===== src/rtl/uart_fifo_transmitter.sv =====
// uart_fifo_transmitter: byte FIFO feeding an 8N1 UART transmitter.
//   Clock       - system clock, rising edge active
//   Reset       - asynchronous active-low reset
//   DataIn      - byte offered for transmission
//   DataInValid - DataIn holds a valid byte
//   DataInReady - FIFO can accept a byte this cycle (combinational)
//   SOut        - registered serial line, idles high
//   Busy        - frame in flight or FIFO not empty
//   Count       - number of occupied FIFO entries
module uart_fifo_transmitter #(
  parameter int unsigned ClockFreq = 50_000_000,
  parameter int unsigned BaudRate  = 115_200,
  parameter int unsigned FifoDepth = 4
) (
  input  logic                       Clock,
  input  logic                       Reset,
  input  logic [7:0]                 DataIn,
  input  logic                       DataInValid,
  output logic                       DataInReady,
  output logic                       SOut,
  output logic                       Busy,
  output logic [$clog2(FifoDepth):0] Count
);

  localparam int unsigned SymbolEdge = ClockFreq / BaudRate;
  localparam int unsigned AddrW      = $clog2(FifoDepth);
  localparam int unsigned CycW       = (SymbolEdge > 1) ? $clog2(SymbolEdge) : 1;
  localparam logic [CycW-1:0] CycLast = CycW'(SymbolEdge - 1);
  localparam logic [AddrW:0]  Full    = (AddrW + 1)'(FifoDepth);

  typedef enum logic [1:0] {IDLE, START, DATA, STOP} state_t;

  state_t           state;
  logic [7:0]       mem [FifoDepth];
  logic [AddrW-1:0] wr_ptr;
  logic [AddrW-1:0] rd_ptr;
  logic [AddrW:0]   count;
  logic [7:0]       shift;
  logic [2:0]       bit_idx;
  logic [CycW-1:0]  cyc;
  logic             sout_q;
  logic             push;
  logic             pop;
  logic             cyc_last;

  assign cyc_last    = (cyc == CycLast);
  assign DataInReady = Reset && (count < Full);
  assign push        = DataInValid && DataInReady;
  // A pop happens from IDLE, or on the last stop-bit cycle so frames run back to back.
  assign pop         = (count != '0) &&
                       ((state == IDLE) || ((state == STOP) && cyc_last));
  assign SOut        = sout_q;
  assign Busy        = (state != IDLE) || (count != '0);
  assign Count       = count;

  always_ff @(posedge Clock) begin
    if (push) begin
      mem[wr_ptr] <= DataIn;
    end
  end

  always_ff @(posedge Clock or negedge Reset) begin
    if (!Reset) begin
      wr_ptr <= '0;
      rd_ptr <= '0;
      count  <= '0;
    end else begin
      if (push) begin
        wr_ptr <= wr_ptr + AddrW'(1);
      end
      if (pop) begin
        rd_ptr <= rd_ptr + AddrW'(1);
      end
      case ({push, pop})
        2'b10:   count <= count + (AddrW + 1)'(1);
        2'b01:   count <= count - (AddrW + 1)'(1);
        default: count <= count;
      endcase
    end
  end

  always_ff @(posedge Clock or negedge Reset) begin
    if (!Reset) begin
      state   <= IDLE;
      sout_q  <= 1'b1;
      shift   <= '0;
      bit_idx <= '0;
      cyc     <= '0;
    end else begin
      case (state)
        IDLE: begin
          sout_q <= 1'b1;
          if (pop) begin
            shift  <= mem[rd_ptr];
            cyc    <= '0;
            sout_q <= 1'b0;
            state  <= START;
          end
        end
        START: begin
          if (cyc_last) begin
            cyc     <= '0;
            bit_idx <= '0;
            sout_q  <= shift[0];
            state   <= DATA;
          end else begin
            cyc <= cyc + CycW'(1);
          end
        end
        DATA: begin
          if (cyc_last) begin
            cyc <= '0;
            if (bit_idx == 3'd7) begin
              sout_q <= 1'b1;
              state  <= STOP;
            end else begin
              bit_idx <= bit_idx + 3'd1;
              sout_q  <= shift[bit_idx + 3'd1];
            end
          end else begin
            cyc <= cyc + CycW'(1);
          end
        end
        STOP: begin
          if (cyc_last) begin
            cyc <= '0;
            if (pop) begin
              shift  <= mem[rd_ptr];
              sout_q <= 1'b0;
              state  <= START;
            end else begin
              sout_q <= 1'b1;
              state  <= IDLE;
            end
          end else begin
            cyc <= cyc + CycW'(1);
          end
        end
        default: begin
          sout_q <= 1'b1;
          state  <= IDLE;
        end
      endcase
    end
  end

endmodule


===== config.mk =====
export PLATFORM = sky130hd
export DESIGN_NAME = uart_fifo_transmitter
export DESIGN_NICKNAME = d
export VERILOG_FILES = /design/src/rtl/uart_fifo_transmitter.sv
export SDC_FILE = /design/constraint.sdc
export NUM_CORES = 1
export LEC_CHECK = 0
export BUFFER_PORTS_ARGS = -buffer_cell sky130_fd_sc_hd__buf_4
export CAP_MARGIN = 20
export CORE_MARGIN = 5
export CORE_UTILIZATION = 60
export DETAILED_ROUTE_END_ITERATION = 10
export MAX_ROUTING_LAYER = met4
export PLACE_DENSITY = 0.78
export SYNTH_ARGS = -nofsm -noshare
export SYNTH_HDL_FRONTEND = slang
export SYNTH_SLANG_ARGS = --single-unit
export TNS_END_PERCENT = 5

===== constraint.sdc =====
create_clock -name Clock -period 3 [get_ports Clock]
set_input_delay 0.15 -clock Clock [delete_from_list [all_inputs] [get_ports Clock]]
set_output_delay 0.15 -clock Clock [all_outputs]
set_load 0.01 [all_outputs]

==> results of run 1 <==
## how the worst min path moves through the flow
stage	startpoint	to	cells after the start
3_5_place_dp	Reset	bit_idx[1]	2
4_1_cts	DataIn[3]	mem[2][3]	1
6_report	DataInValid	wr_ptr[0]	3
3_3_place_gp	Reset	shift[2]	2
2_1_floorplan	Reset	Count[0]	0
5_1_grt	DataInValid	wr_ptr[0]	3
## cell usage in the layout, fill, tap and decap left out, types with 3 or more instances in the layout
cell | Yosys | layout
edfxtp_1 | 32 | 32
nor3_1 | 3 | 3
nor2b_1 | 4 | 4
inv_1 | 7 | 7
a22o_1 | 5 | 5
o21ai_0 | 5 | 5
clkinv_1 | 1 | 3
nand2_1 | 12 | 12
clkinvlp_4 | 0 | 3
and3_1 | 6 | 6
dlygate4sd3_1 | 0 | 9
mux4_2 | 9 | 9
nor2_1 | 3 | 3
a31oi_1 | 7 | 7
clkbuf_8 | 0 | 9
dfrtp_1 | 29 | 29
a41oi_1 | 3 | 3
and2_1 | 3 | 3
xnor2_1 | 4 | 4
a21oi_1 | 3 | 3
xor2_1 | 3 | 3
nor3b_1 | 3 | 3
buf_4 | 0 | 18
mux2_2 | 3 | 3
nand3_1 | 4 | 4
ha_1 | 13 | 13
mux2_4 | 8 | 8
## final cells by class
type / instances / area [µm²]
repair buffers: 27 / 225
well taps: 67 / 83.8
inverters: 8 / 30.0
fillers: 290 / 1340
clock inverters: 7 / 65.1
clock buffers: 9 / 124
flip-flops and latches: 62 / 1710
multi-input cells: 123 / 1140
## cell families (layout without fill, tap and decap cells)
| logic type | count (synthesis) | count (layout) | synth area share (%) |
|---|---|---|---|
| buf+inv | 15 | 51 | 2.56 |
| fa+ha+maj | 14 | 14 | 6.24 |
| xor+xnor | 7 | 7 | 2.09 |
| compound gates | 34 | 34 | 8.16 |
| mux | 22 | 22 | 12.9 |
| flops | 62 | 62 | 58.5 |
| simple gates | 46 | 46 | 9.61 |
## flip-flops by register name (all words and copies together), names as in the netlist
register and flops:
Count 3, mem 32, SOut 1, wr_ptr 2
shift 8, bit_idx 3, rd_ptr 2, state 2
cyc 9
## metal layers
metal,GRT usage (%),vias to the layer above,wire length (µm)
li1,-,826,-
met1,22.9,878,2280
met2,30.6,42,2760
met3,6.43,16,206
met4,11.5,0,156
met5,-,-,0
## power breakdown
part           total, mW  leakage, nW  switching, mW  internal, mW
clock              0.699       0.0863          0.323         0.375
sequential          1.34        0.660          0.232          1.11
combinational       1.13        0.616          0.516         0.616
## worst max-delay path, stage by stage, from the launching register on
cell,delay (ns)
dfrtp_1,0.45
ha_1,0.24
and4b_2,0.28
a21oi_1,0.22
nor2_1,0.11
ha_1,0.25
fa_1,0.39
xnor2_1,0.17
nor2_1,0.07
xor2_1,0.14
## repair_timing
| item | CTS | global route |
|---|---|---|
| endpoints found under the hold margin | 47 | 10 |
| resized for setup | 0 | 0 |
| setup endpoints to repair | 0 | 0 |
| hold buffers | 6 | 3 |
==> flow_summary.toml, run 1 <==
[hold_path]
hold_path.class = "input port to register"

[grt]
grt_max_degree = 31
overflow = 0
grt_pass1_wl_mm = 9.03
track_usage_pct = 19.8
antenna_found_initial = 0
grt_pass1_vias = 1875

[synth]
synth-seq-cells = 62
syn_inst = 200
ys_warn_count = 0
synth_seq_area_share_pct = 58.5
avgSynthCellArea_um2 = 14.6
ys_types = 48
synth_flop_cell = "edfxtp_1"
synthArstFlopShare_pct = 48.4
synthesis.nets = 225
synth_common_cells = "edfxtp_1 (32), dfrtp_1 (29), ha_1 (13)"
yosys.area.top_type = "edfxtp_1"
synth-edff-count = 32
synth_top_area_share_pct = 32.8
synth_area_leaders = "edfxtp_1 (33%), dfrtp_1 (25%), mux4_2 (6.9%)"
synth_most_common_cell = "edfxtp_1"
synth_area_um2 = 2930

[clock_tree]
cts_setup_buffers = 0
htree_num_levels = 3
cts_tree = "done"
clockRootBuffer = "clkbuf_8"
cts_sinks = 62
cts-buffers-inserted = 9
clkLatencyLatePin_ns = 0.34
clk_pin_slew_worst_paths_ns = 0.07
cts_max_path_buffers = 2

[setup_path]
rr_endpoint = "Count[2]"
endpoint_kind = "register"
path_class = "register to register"
start_kind = "register"
cp_max_fo = 7
ff2ff_setup_slack_ns = 0.57
ff2ff_path_depth = 9
critPathRequiredTime_ns = 3.22
startpoint = "cyc[0]"
crit_path_end = "Count[2]"
critical_path_arrival_ns = 2.65
regToRegStartpoint = "cyc[0]"

[floorplan]
fp.dieH_um = 79.9
io_pins = 17
core_area_um2 = 4720
initial_core_util_pct = 62.0
die_area_um2 = 6380
rows = 25
die_w_um = 79.9

[sta]
fin_hold_ws_ns = 0.231
fin_crit_sh_pct = 80.9
finalClockSkew_ns = 0.00679
min_period_ns = 2.43
setup_viol = 0
fmax_ghz = 0.412
rsz0062_at_grt = "no"
maxSlewViolCount = 0
fin_tns_setup_ns = 0
maxSlewHeadroom_pct = 61.2
worstMarginPinSlew_ns = 0.582
hold_viol = 0
worst_slack_ns = 0.574

[detailed_routing]
vias_per_cell = 5.82
ant_nets = 0
wl_mm = 5.41
wl_per_cell_um = 17.9
via_count = 1762
drcViolationCount = 0
dr.pass1.iters = 4
drtIter0Drc = 122

[cells_and_area]
antenna_cells = 0
fin_util_pct = 71.6
finalNonFillerCells = 303
finish.net_count = 256
syn_to_final_growth_pct = 15.5
final_cell_area_um2 = 3380
drive_gt1_share_pct = 24.2

[placed_design]
numPlacedInstances = 278
dpl_cell_area_um2 = 3100
dp_hpwl_mm = 3.83
pre_cts_slack_ns = 0.588
port_buffers = 16
finalWeightedCongestion = 0.856

[power_and_ir_drop]
vdd_drop_max_uv = 506
power.density_nw_per_um2 = 938
finalPower_mw = 3.17
total_leakage_power_nw = 1.36

[flow_run]
cap_violations = 0

[run_status]
status = "finished, final reports clean"
Power figures use the tool's default switching activity.
==> inputs of run 2 (changes only) <==
- CORE_UTILIZATION: 60 -> 54
- PLACE_DENSITY: 0.78 -> 0.74
- clock period: 3 -> 2 ns (I/O delays scaled with it)
==> flow_summary.toml, run 2 (same netlist as run 1, synthesis figures left out) <==
[run_status]
status = "finished, violations left"
violations = "negative setup slack"

[cells_and_area]
regArea_um2 = 1710
syn_to_final_growth_pct = 24.0
drive_gt1_share_pct = 35.2
largest_register_ff_count = 32
top_regs = "mem (32), cyc (9), shift (8)"
top_register = "mem"
fin_util_pct = 70.2
antenna_cells = 0
final_cell_mix = "buf_4 (43), edfxtp_1 (32), dfrtp_1 (29)"
fillers = 349
final_common_cell = "buf_4"
finish.net_count = 281
multi_input_area_um2 = 1200

[sta]
fin_crit_sh_pct = 103
setup_viol = 2
worstMarginPinSlew_ns = 0.436
finalClockSkew_ns = 0.0111
maxSlewHeadroom_pct = 71.0
min_period_ns = 2.06
maxSlewViolCount = 0
fin_hold_ws_ns = 0.183
worst_slack_ns = -0.0644
fmax_ghz = 0.484
hold_viol = 0
rsz0062_at_grt = "yes"

[power_and_ir_drop]
total_leakage_power_nw = 1.50
p_int_mw = 3.46
vdd_drop_max_uv = 790
power_switching_mw = 1.71
p_comb_share_pct = 43.1
pwr-share-seq_pct = 36.8
clkPwrFrac_pct = 20.1
power.density_nw_per_um2 = 1420
power.share.switching_pct = 33.0

[grt]
grt_pass1_wl_mm = 9.91
track_usage_pct = 18.5
overflow = 0
grt_pass1_vias = 2032
antenna_found_initial = 0
grt_max_degree = 31

[detailed_routing]
drcViolationCount = 0
via_count = 1901
wl_mm = 5.74
drtIter0Drc = 76
ant_nets = 0
dr.pass1.iters = 4
wl_per_cell_um = 17.3
vias_per_cell = 5.74

[placed_design]
finalWeightedCongestion = 0.905
port_buffers = 16
dp_hpwl_mm = 4.08
pre_cts_slack_ns = -0.166

[clock_tree]
cts-buffers-inserted = 9
cts_max_path_buffers = 2
cts_setup_buffers = 0
clkLatencyLatePin_ns = 0.33
cts_tree = "done"
cts_sinks = 62
clockRootBuffer = "clkbuf_8"
clk_pin_slew_worst_paths_ns = 0.07
htree_num_levels = 3

[setup_path]
crit_top_cell = "ha_4"
cp_cell_sequence = "ha_4 > and4b_2 > a21oi_4 > nor2_4 > ha_4 > fa_2 > xnor2_1 > nor2_1 > xor2_1"
slowest_delay_ns = 0.42
slowest_stage = "dfrtp_1"
ff2ff_setup_slack_ns = -0.06
critPathRequiredTime_ns = 2.24
cp_max_fo = 2
path_class = "register to register"
endpoint_kind = "register"
critical_path_arrival_ns = 2.31
start_kind = "register"
ff2ff_path_depth = 9

[floorplan]
rows = 26
die_area_um2 = 7000
die_w_um = 83.7
core_area_um2 = 5170
fp.dieH_um = 83.7
io_pins = 17
initial_core_util_pct = 56.6

[hold_path]
hold_path.class = "input port to register"
min_delay_path_depth = 3

[flow_run]
cap_violations = 0
-- run 2: timing repair --
action | in CTS | in global routing
resized for setup | 6 | 4
pin swaps | 1 | 0
endpoints found under the setup margin | 10 | 12
hold buffers | 9 | 0
hold endpoints to repair | 61 | 0
-- run 2: worst max-delay path, delay by kind of cell (launching register included) --
family	cells	cell delay, ns
AOI/OAI and AO/OA	1	0.17
xor gates and xnor gates	2	0.32
adders and majority gates	3	0.66
DFF	1	0.42
and+or+nand+nor	3	0.41
-- run 2: per-stage QoR --
step | TNS [ns] | cell area, µm² | power (mW) | instances
floorplan | -0.360 | 2950 | 3.36 | 200
CTS | -0.106 | 3610 | 5.15 | 331
finish | -0.0653 | 3630 | 5.17 | 331
global route | -0.275 | 3630 | 5.50 | 331
detailed placement | -0.447 | 3310 | 4.05 | 306
global placement | 0 | 3310 | 3.92 | 306
-- run 2: path summary, 6_finish.rpt --
| path | start | to |
|---|---|---|
| max in group asynchronous | Reset | SOut |
| max reg2reg | cyc[0] | Count[2] |
| min reg2reg | rd_ptr[0] | rd_ptr[0] |
| min in group asynchronous | Reset | shift[4] |
| max | cyc[0] | Count[2] |
| min | DataInValid | wr_ptr[0] |
-- run 2: routing by layer --
layer	global-route usage, %	share of wire [%]
met1	23.0	44
met5	-	0
met2	29.6	50
met4	7.75	2.0
met3	3.65	3.7
-- run 2: final cells by class --
class	instances	area share, %
flip-flops and latches	62	47.2
multi-input cells	123	33.1
repair buffers	52	11.4
clock buffers	12	3.72
well taps	70	2.41
clock inverters	4	1.31
inverters	8	0.930
-- run 2: power groups by stage --
stage	sequential, mW	combinational, mW	clock [mW]
after floorplan	1.88	1.48	0
after global placement	1.88	2.03	0
after detailed placement	1.91	2.14	0
after CTS	1.90	2.20	1.05
after global routing	1.93	2.46	1.11
final	1.90	2.23	1.04
==> inputs of run 3 (changes only) <==
- clock period: 2 -> 1.7 ns (I/O delays scaled with it)
==> flow_summary.toml, run 3 (same netlist as run 1, synthesis figures left out) <==
[sta]
finalClockSkew_ns = 0.00858
min_period_ns = 2.04
fin_hold_ws_ns = 0.200
maxSlewHeadroom_pct = 69.0
hold_viol = 0
rsz0062_at_grt = "yes"
worstMarginPinSlew_ns = 0.454
setup_viol = 13
maxSlewViolCount = 0
fin_crit_sh_pct = 120
fmax_ghz = 0.491
worst_slack_ns = -0.335

[setup_path]
crit_top_cell = "ha_4"
endpoint_kind = "register"
slowest_stage = "dfrtp_1"
critPathRequiredTime_ns = 1.95
start_kind = "register"
path_class = "register to register"
cp.buffers_inverters = 0
cp_cell_sequence = "ha_4 > and4b_2 > a21oi_4 > nor2_4 > ha_4 > fa_2 > xnor2_1 > nor2_1 > xor2_1"
critical_path_arrival_ns = 2.29
slowest_delay_ns = 0.42
cp_max_fo = 2
critical_path.top_delay_family = "adder cells"

[cells_and_area]
fillers = 319
antenna_cells = 0
fin_util_pct = 73.0
finalNonFillerCells = 344
top_regs = "mem (32), cyc (9), shift (8)"
top_register = "mem"
largest_register_ff_count = 32
drive_gt1_share_pct = 39.8
finish.net_count = 294
multi_input_area_um2 = 1220
regArea_um2 = 1710
final_common_cell = "buf_4"
syn_to_final_growth_pct = 28.9
final_cell_mix = "buf_4 (53), edfxtp_1 (32), dfrtp_1 (29)"

[clock_tree]
clockRootBuffer = "clkbuf_8"
clkLatencyLatePin_ns = 0.33
cts-buffers-inserted = 9
cts_sinks = 62
clk_pin_slew_worst_paths_ns = 0.07
cts_max_path_buffers = 2
cts_tree = "done"
htree_num_levels = 3

[detailed_routing]
ant_nets = 0
drtIter0Drc = 151
drcViolationCount = 0
vias_per_cell = 5.64
dr.pass1.iters = 4
wl_mm = 5.95
via_count = 1939
wl_per_cell_um = 17.3

[grt]
track_usage_pct = 18.8
grt_max_degree = 31
antenna_found_initial = 0
grt_pass1_wl_mm = 9.93
grt_pass1_vias = 2092
overflow = 0

[power_and_ir_drop]
finalPower_mw = 6.45
total_leakage_power_nw = 1.58
p_int_mw = 4.31
power.density_nw_per_um2 = 1710
p_comb_share_pct = 46.4
power_switching_mw = 2.14
vdd_drop_max_uv = 1270
clkPwrFrac_pct = 19.3
pwr-share-seq_pct = 34.3
power.share.switching_pct = 33.2

[floorplan]
rows = 26
die_w_um = 83.7
die_area_um2 = 7000
io_pins = 17
fp.dieH_um = 83.7
core_area_um2 = 5170
initial_core_util_pct = 56.6

[run_status]
status = "finished, violations left"
violations = "negative setup slack"

[placed_design]
finalWeightedCongestion = 0.895
numPlacedInstances = 318
dp_hpwl_mm = 4.23
port_buffers = 16

[flow_run]
cap_violations = 0

[hold_path]
hold_path.class = "input port to register"
## run 3: per-stage QoR
step / setup TNS [ns] / setup slack [ns] / area (µm²)
after floorplan: -1.44 / -0.480 / 2950
after global placement: -1.35 / -0.280 / 3430
after detailed placement: -2.15 / -0.386 / 3430
after CTS: -1.90 / -0.335 / 3750
after global routing: -2.88 / -0.416 / 3780
final: -1.89 / -0.335 / 3780
## run 3: worst paths after layout
path / slack (ns) / to / cells past startpoint / from
worst max-delay path: -0.34 / Count[2] / 9 / cyc[0]
worst min-delay path: 0.20 / wr_ptr[0] / 4 / DataInValid
worst max register to register: -0.34 / Count[2] / 9 / cyc[0]
worst min register to register: 0.51 / shift[3] / 1 / shift[3]
max in group asynchronous: 1.02 / SOut / 3 / Reset
min in group asynchronous: 0.35 / rd_ptr[1] / 3 / Reset
## run 3: worst reg2reg max path: stages (launching register included)
cell and delay (ns):
dfrtp_1 0.42, ha_4 0.18, and4b_2 0.23, a21oi_4 0.17
nor2_4 0.07, ha_4 0.16, fa_2 0.33, xnor2_1 0.13
nor2_1 0.11, xor2_1 0.16
## run 3: layout make-up
class                      instances  share of cell area [%]
clock inverter                     6                    1.62
sequential                        62                    45.4
multi-input combinational        123                    32.2
inverter                           8                   0.828
clock buffer                      10                    3.38
timing repair buffer              65                    14.3
tap                               70                    2.32
## run 3: routing by layer
| layer | track usage (%) | wire length [µm] |
|---|---|---|
| met1 | 22.2 | 2590 |
| met5 | - | 0 |
| met3 | 4.44 | 215 |
| met4 | 9.21 | 72 |
| met2 | 30.2 | 3070 |
## run 3: what timing repair did
item / CTS / global route
setup endpoints to repair: 15 / 18
buffers inserted: 1 / 0
pin swaps: 3 / 0
hold buffers: 9 / 0
endpoints found under the hold margin: 61 / 0
resized for setup: 8 / 6
## run 3: power by group through the flow
stage | Clock [mW] | Sequential, mW | Combinational, mW
floorplan | 0 | 2.21 | 1.74
global placement | 0 | 2.20 | 2.66
detailed placement | 0 | 2.23 | 2.80
CTS | 1.27 | 2.21 | 2.93
global route | 1.34 | 2.26 | 3.26
finish | 1.24 | 2.21 | 2.99
